**src/rtl/fifo_wr_ctrl.sv**
```systemverilog
// fifo_wr_ctrl: write-domain pointer and flag controller for an async FIFO.
// Keeps the binary and Gray write pointers and synchronises the Gray read
// pointer into wclk. From those it derives a registered full flag, fill level
// and almost-full flag, plus a sticky overflow error.
module fifo_wr_ctrl #(
   parameter int ADDR_WIDTH   = 3,
   parameter int SYNC_STAGES  = 2,
   parameter int AFULL_THRESH = 6
) (
   input  logic                  wclk,
   input  logic                  wrst,
   input  logic                  winc,
   input  logic [ADDR_WIDTH:0]   rptr_gray,
   input  logic                  woverflow_clr,
   output logic                  wen,
   output logic [ADDR_WIDTH-1:0] waddr,
   output logic [ADDR_WIDTH:0]   wptr,
   output logic                  wfull,
   output logic                  walmost_full,
   output logic [ADDR_WIDTH:0]   wlevel,
   output logic                  woverflow
);

   localparam logic [ADDR_WIDTH:0] AFULL_LVL = (ADDR_WIDTH+1)'(AFULL_THRESH);

   logic [ADDR_WIDTH:0] sync_q [SYNC_STAGES];
   logic [ADDR_WIDTH:0] wq_rptr;
   logic [ADDR_WIDTH:0] rbin_sync;
   logic [ADDR_WIDTH:0] wbin;
   logic [ADDR_WIDTH:0] wbin_next;
   logic [ADDR_WIDTH:0] wgray_next;
   logic [ADDR_WIDTH:0] level_next;
   logic [ADDR_WIDTH:0] full_match;

   // Plain flop chain bringing the asynchronous Gray read pointer into wclk
   always_ff @(posedge wclk or posedge wrst) begin
      if (wrst) begin
         for (int unsigned i = 0; i < SYNC_STAGES; i++) begin
            sync_q[i] <= '0;
         end
      end else begin
         sync_q[0] <= rptr_gray;
         for (int unsigned i = 1; i < SYNC_STAGES; i++) begin
            sync_q[i] <= sync_q[i-1];
         end
      end
   end

   assign wq_rptr = sync_q[SYNC_STAGES-1];

   // Gray-to-binary of the synchronised read pointer; bit i is the XOR of bits i and above
   always_comb begin
      rbin_sync = '0;
      for (int unsigned i = 0; i <= ADDR_WIDTH; i++) begin
         rbin_sync[i] = ^(wq_rptr >> i);
      end
   end

   // Write acceptance and next-pointer terms; wen is also forced low while reset is held
   always_comb begin
      wen        = winc & ~wfull & ~wrst;
      waddr      = wbin[ADDR_WIDTH-1:0];
      wbin_next  = wbin + (ADDR_WIDTH+1)'(wen);
      wgray_next = wbin_next ^ (wbin_next >> 1);
      level_next = wbin_next - rbin_sync;
      full_match = {~wq_rptr[ADDR_WIDTH:ADDR_WIDTH-1], wq_rptr[ADDR_WIDTH-2:0]};
   end

   // Pointer, level and flag registers
   always_ff @(posedge wclk or posedge wrst) begin
      if (wrst) begin
         wbin         <= '0;
         wptr         <= '0;
         wfull        <= 1'b0;
         wlevel       <= '0;
         walmost_full <= 1'b0;
         woverflow    <= 1'b0;
      end else begin
         wbin         <= wbin_next;
         wptr         <= wgray_next;
         wfull        <= (wgray_next == full_match);
         wlevel       <= level_next;
         walmost_full <= (level_next >= AFULL_LVL);
         woverflow    <= (winc & wfull) | (woverflow & ~woverflow_clr);
      end
   end

endmodule

```
**config.mk**
```make
export PLATFORM = sky130hd
export DESIGN_NAME = fifo_wr_ctrl
export DESIGN_NICKNAME = d
export VERILOG_FILES = /design/src/rtl/fifo_wr_ctrl.sv
export SDC_FILE = /design/constraint.sdc
export NUM_CORES = 1
export LEC_CHECK = 0
export ABC_AREA = 1
export CAP_MARGIN = 10
export CORE_AREA = 4 4 67 69
export DETAILED_ROUTE_END_ITERATION = 8
export DIE_AREA = 0 0 71 73
export SLEW_MARGIN = 15
export SYNTH_ARGS = -nofsm -noshare
export SYNTH_HDL_FRONTEND = slang
export SYNTH_SLANG_ARGS = --single-unit
```
**constraint.sdc**
```tcl
create_clock -name wclk -period 2.3 [get_ports wclk]
set_clock_uncertainty 0.1 [all_clocks]
set_input_delay 0.46 -clock wclk [delete_from_list [all_inputs] [get_ports wclk]]
set_output_delay 0.46 -clock wclk [all_outputs]
set_load 0.03 [all_outputs]
```
==> results.cfg, run 1 <==
[status]
status = finished, final reports clean

[logic_synthesis]
synth_nets = 110
syn_area_sq_um = 953
synth_cells = 96
ys_types = 15
avgSynthCellArea_sq_um = 9.93
ys_ff_latch = 22
yosys_warnings = 0
seq_area_frac_synth_pct = 57.7

[die]
coreArea_sq_mm = 0.00391
start_util_pct = 24.4
chipHeight_um = 73
die_w_um = 71
fp.dieArea_sq_mm = 0.00518
rows = 23
io_pins = 23

[drt]
drc = 0
drtIter0Drc = 24
routed_via_density = 4.02
avgRoutedWirePerCell_um = 10.8
vias = 735
wirelength_um = 1980
drt_pass1_iterations = 4
ant_nets = 0

[worst_setup_path]
endpoint_kind = flip-flop
crit_fanout = 3
cp.arrival_ns = 2.21
r2r_cells = 8
cp.required_ns = 2.34
r2r_setup_slack_ns = 0.13
r2r-start = wq_rptr[3]
path_class = reg -> reg
startpoint_type = flip-flop
rr_endpoint = walmost_full

[worst_hold_path]
hold_end = wq_rptr[3]
min_path_type = reg -> reg
hold_path.startpoint = sync_q[7]
hold_depth = 0

[sta]
finalHoldViolCount = 0
grt_setup_unrepaired = false
tns_ns = 0
finalSetupViolCount = 0
worst_slew_pin_slew_ns = 0.325
min_period_ns = 2.17
relSlewSlack_pct = 78.3
setup_slack_ns = 0.134
final.period_utilization_pct = 94.2
slew_viol_final = 0
fmax_mhz = 462

[global_routing]
grt_usage_pct = 9.02
first_global_vias = 783
grt_pass1_wl_um = 3660
grt_max_degree = 23
grt_overflow = 0
antenna_found_initial = 0

[place]
place_ws_ns = -0.335
placed_area_sq_mm = 0.00139
gp_congestion = 0.747
hpwl_um = 1560
port_buffers = 22

[cts]
hold_buffers = 0
cts.sinks = 22
cts_made_buffers = 3
cts_buffer_depth = 2
cts_resized = 1
clkTransAtPathRegs_ns = 0.07
postCtsSetupBuffers = 0
clock-root-buffer = clkbuf_8
clkLatencyLatePin_ns = 0.26
htreeDepth = 1
cts_tree = yes

[final_layout]
postLayoutCoreUtil_pct = 36.6
area_growth_pct = 50.1
diodes = 0
design_area_sq_mm = 0.00143
drive_gt1_share_pct = 22.6
final_cell_mix = 25 x nand2_1, 22 x dfrtp_1, 19 x clkdlybuf4s50_1
fin_nets = 149
final_common_cell = nand2_1

[power]
power_density_mw_per_mm2 = 1480
p_leak_nw = 0.698
irDropWorstVdd_uv = 697

[flow_run]
drv_cap = 0
-- Yosys cell counts --
cell	count	area, sq um
inv_1	18	67.6
nand2_1	27	101
fa_1	1	20.0
ha_1	5	62.6
nand4_1	2	12.5
o21ai_0	1	5.00
o21bai_1	1	7.51
xor2_2	1	16.3
dfrtp_1	22	551
nand3_1	11	55.1
xnor2_2	1	16.3
xor2_1	2	17.5
nor2_1	2	7.51
a21oi_1	1	5.00
xnor2_1	1	8.76
-- sequential cells by signal, summed over array words and instances, names as in the netlist --
name / flops
sync_q: 4
walmost_full: 1
wbin: 4
wfull: 1
wlevel: 4
woverflow: 1
wptr: 3
wq_rptr: 4
-- how the worst max path moves through the flow --
stage,end,cells after the start,start
after CTS,walmost_full,12,winc
after floorplan,walmost_full,10,wrst
after global routing,walmost_full,8,wq_rptr[3]
after detailed placement,walmost_full,13,wrst
final,walmost_full,8,wq_rptr[3]
after global placement,walmost_full,13,wrst
-- per-layer routing --
metal	up-vias	share of wire, %	global-route usage [%]
met5	-	0	0
met4	0	0.50	3.13
met2	15	52	15.0
met1	345	44	11.6
li1	373	-	-
met3	2	4.0	1.93
-- cells by family after synthesis --
logic type / Yosys count / synth area share (%)
compound gates: 3 / 1.84
xor+xnor: 5 / 6.17
fa+ha+maj: 6 / 8.66
buf+inv: 18 / 7.09
flops: 22 / 57.7
simple gates: 42 / 18.5
-- stage by stage --
| step | power [mW] | instances | hold slack, ns |
|---|---|---|---|
| 3_3_place_gp | 1.87 | 180 | 0.231 |
| 4_1_cts | 2.16 | 183 | 0.259 |
| 3_5_place_dp | 1.90 | 180 | 0.242 |
| 2_1_floorplan | 1.36 | 96 | 0.231 |
| 5_1_grt | 2.31 | 183 | 0.267 |
| 6_report | 2.12 | 183 | 0.255 |
-- power by group --
part | switching, mW | internal (mW)
combinational | 0.694 | 0.588
clock | 0.116 | 0.117
sequential | 0.0848 | 0.520
total | 0.894 | 1.22
-- final cells by class --
type                            count  area, sq um
Clock buffer                        3         41.3
Inverter                           18         73.8
Tap cell                           50         62.6
Sequential cell                    22          551
Fill cell                         405         2480
Timing Repair Buffer               34          309
Multi-Input combinational cell     56          394
-- critical path, cell delays in order (launching register included) --
cell	delay, ns
dfrtp_1	0.42
xnor2_2	0.31
xor2_2	0.23
xor2_1	0.11
ha_2	0.20
fa_2	0.53
inv_2	0.04
nand2_1	0.05
nand3_1	0.07
Note: power is estimated with default switching activity, not from simulation.
==> run 2, diff against run 1 <==
--- a/config.mk
+++ b/config.mk
@@ -8,9 +8,9 @@
 export ABC_AREA = 1
 export CAP_MARGIN = 10
 export CORE_AREA = 4 4 67 69
+export CTS_CLUSTER_DIAMETER = 30
 export DETAILED_ROUTE_END_ITERATION = 8
 export DIE_AREA = 0 0 71 73
-export SLEW_MARGIN = 15
 export SYNTH_ARGS = -nofsm -noshare
 export SYNTH_HDL_FRONTEND = slang
 export SYNTH_SLANG_ARGS = --single-unit
==> results of run 2 <==
No change in the layout: final DEF, timing and power equal those of run 1.
==> run 3, diff against run 2 <==
--- a/config.mk
+++ b/config.mk
@@ -11,6 +11,7 @@
 export CTS_CLUSTER_DIAMETER = 30
 export DETAILED_ROUTE_END_ITERATION = 8
 export DIE_AREA = 0 0 71 73
+export GPL_TIMING_DRIVEN = 0
 export SYNTH_ARGS = -nofsm -noshare
 export SYNTH_HDL_FRONTEND = slang
 export SYNTH_SLANG_ARGS = --single-unit
==> run 3 against run 2 <==
Net effect:
- sequential power hardly changed
- total power is 5.5% lower
- clock-buffer cell count is 1 higher
- hold slack worse by 0.0034 ns
- routed wire length is 2.1% lower
- combinational power is 13% lower
- first-iteration DRC count is 75% lower
- sequential share of layout area is 1.5 points higher
- via count is 3.1% lower
- critical path depth is 3 higher
- register-to-register slack better by 0.03 ns
- critical endpoint unchanged
- highest routed layer unchanged
==> results.cfg, run 3 (synthesis gave the netlist of run 1 again) <==
[worst_setup_path]
cpMostUsedCell = ha_4
path_class = in -> reg
cp.required_ns = 2.35
endpoint_kind = flip-flop
cpPeakStageDelay_ns = 0.53
crit_fanout = 5
startpoint_type = input port
path_cells = clkdlybuf4s15_1, clkinvlp_4, nand2_2, nor2_4, ha_4, ha_4, inv_4, fa_2, inv_2, nand2_1, nand3_1
critical_path.slowest_cell = fa_2
critPathBufInv = 4
crit_family = adder cells
cp.arrival_ns = 2.23

[drt]
drt_pass1_iterations = 2
avgRoutedWirePerCell_um = 11.1
ant_nets = 0
vias = 712
routed_via_density = 4.07
wirelength_um = 1940
drtIter0Drc = 6
drc = 0

[flow_run]
drv_cap = 0

[global_routing]
antenna_found_initial = 0
grt_max_degree = 13
grt_pass1_wl_um = 3370
grt_usage_pct = 8.75
grt_overflow = 0
first_global_vias = 775

[cts]
cts_buffer_depth = 2
clock-root-buffer = clkbuf_8
cts_tree = yes
clkLatencyLatePin_ns = 0.27
clkTransAtPathRegs_ns = 0.08
cts_made_buffers = 3
cts.sinks = 22
hold_buffers = 0
htreeDepth = 1

[sta]
worst_slew_pin_slew_ns = 0.572
min_period_ns = 2.18
setup_slack_ns = 0.121
finalHoldViolCount = 0
relSlewSlack_pct = 61.6
slew_viol_final = 0
tns_ns = 0
final.period_utilization_pct = 94.7
finalSetupViolCount = 0
grt_setup_unrepaired = false
fmax_mhz = 459
holdWs_ns = 0.252

[final_layout]
final_cells = 175
drive_gt1_share_pct = 16.8
area_growth_pct = 44.5
fin_nets = 140
n_fill_cell = 406
final_cell_mix = 25 x nand2_1, 22 x dfrtp_1, 19 x clkdlybuf4s50_1
diodes = 0
postLayoutCoreUtil_pct = 35.2
final_common_cell = nand2_1
design_area_sq_mm = 0.00138

[die]
start_util_pct = 24.4
coreArea_sq_mm = 0.00391
io_pins = 23
die_w_um = 71
rows = 23
chipHeight_um = 73
fp.dieArea_sq_mm = 0.00518

[place]
port_buffers = 22
hpwl_um = 1360
gp_congestion = 0.739
placed_area_sq_mm = 0.00130
place_ws_ns = -0.905
dp.cells = 168

[status]
status = finished, final reports clean

[power]
power_density_mw_per_mm2 = 1450
combPwrFrac_pct = 56.0
irDropWorstVdd_uv = 674
switching_share_pct = 43.3
seqPwrFrac_pct = 30.1
p_clk_share_pct = 13.9
p_int_mw = 1.14
finalPower_mw = 2.00
power.switching_uw = 867
p_leak_nw = 0.658

[worst_hold_path]
min_path_type = reg -> reg
-- run 3: power groups by stage --
| stage | combinational [mW] | sequential (mW) | clock [mW] |
|---|---|---|---|
| 2_1_floorplan | 0.519 | 0.842 | 0 |
| 5_1_grt | 1.24 | 0.620 | 0.308 |
| 3_5_place_dp | 1.13 | 0.610 | 0 |
| 4_1_cts | 1.14 | 0.605 | 0.291 |
| 6_report | 1.12 | 0.602 | 0.279 |
| 3_3_place_gp | 1.11 | 0.608 | 0 |
-- run 3: path summary, 6_finish.rpt --
path | start | end | slack, ns | depth (start not counted)
min reg2reg | sync_q[4] | wq_rptr[0] | 0.25 | 0
min | sync_q[4] | wq_rptr[0] | 0.25 | 0
max reg2reg | wq_rptr[3] | walmost_full | 0.16 | 8
max | wrst | walmost_full | 0.12 | 11
min in group asynchronous | wrst | wlevel[0] | 0.30 | 2
max in group asynchronous | wrst | wbin[2] | 1.49 | 2
-- run 3: layout make-up --
cell class              instances  area (sq um)  share of cell area, %
clock buffers                   4          55.1                   4.00
repair inverters                1          5.00                  0.363
well taps                      50          62.6                   4.54
flip-flops and latches         22           551                   40.0
repair buffers                 24           236                   17.2
multi-input cells              56           394                   28.6
inverters                      18          73.8                   5.36
-- run 3: routing by layer --
layer	part of all wire, %	wire [um]	up-vias	track usage [%]
met5	0	0	-	0
met4	2.7	53	0	5.64
met3	4.7	91	5	2.62
met2	51	984	16	15.0
met1	42	813	336	9.35
li1	-	-	355	-
-- run 3: worst register-to-register path: stages, from the launching register on --
cell     delay [ns]
dfrtp_1        0.42
xnor2_2        0.30
xor2_2         0.22
xor2_1         0.10
ha_2           0.20
fa_2           0.53
inv_2          0.04
nand2_1        0.06
nand3_1        0.06
-- run 3: what timing repair did --
item	4_1_cts	5_1_grt
pin swaps	0	1
endpoints found under the setup margin	10	2
buffers inserted	1	1
gates cloned	1	0
gates resized for setup	2	2
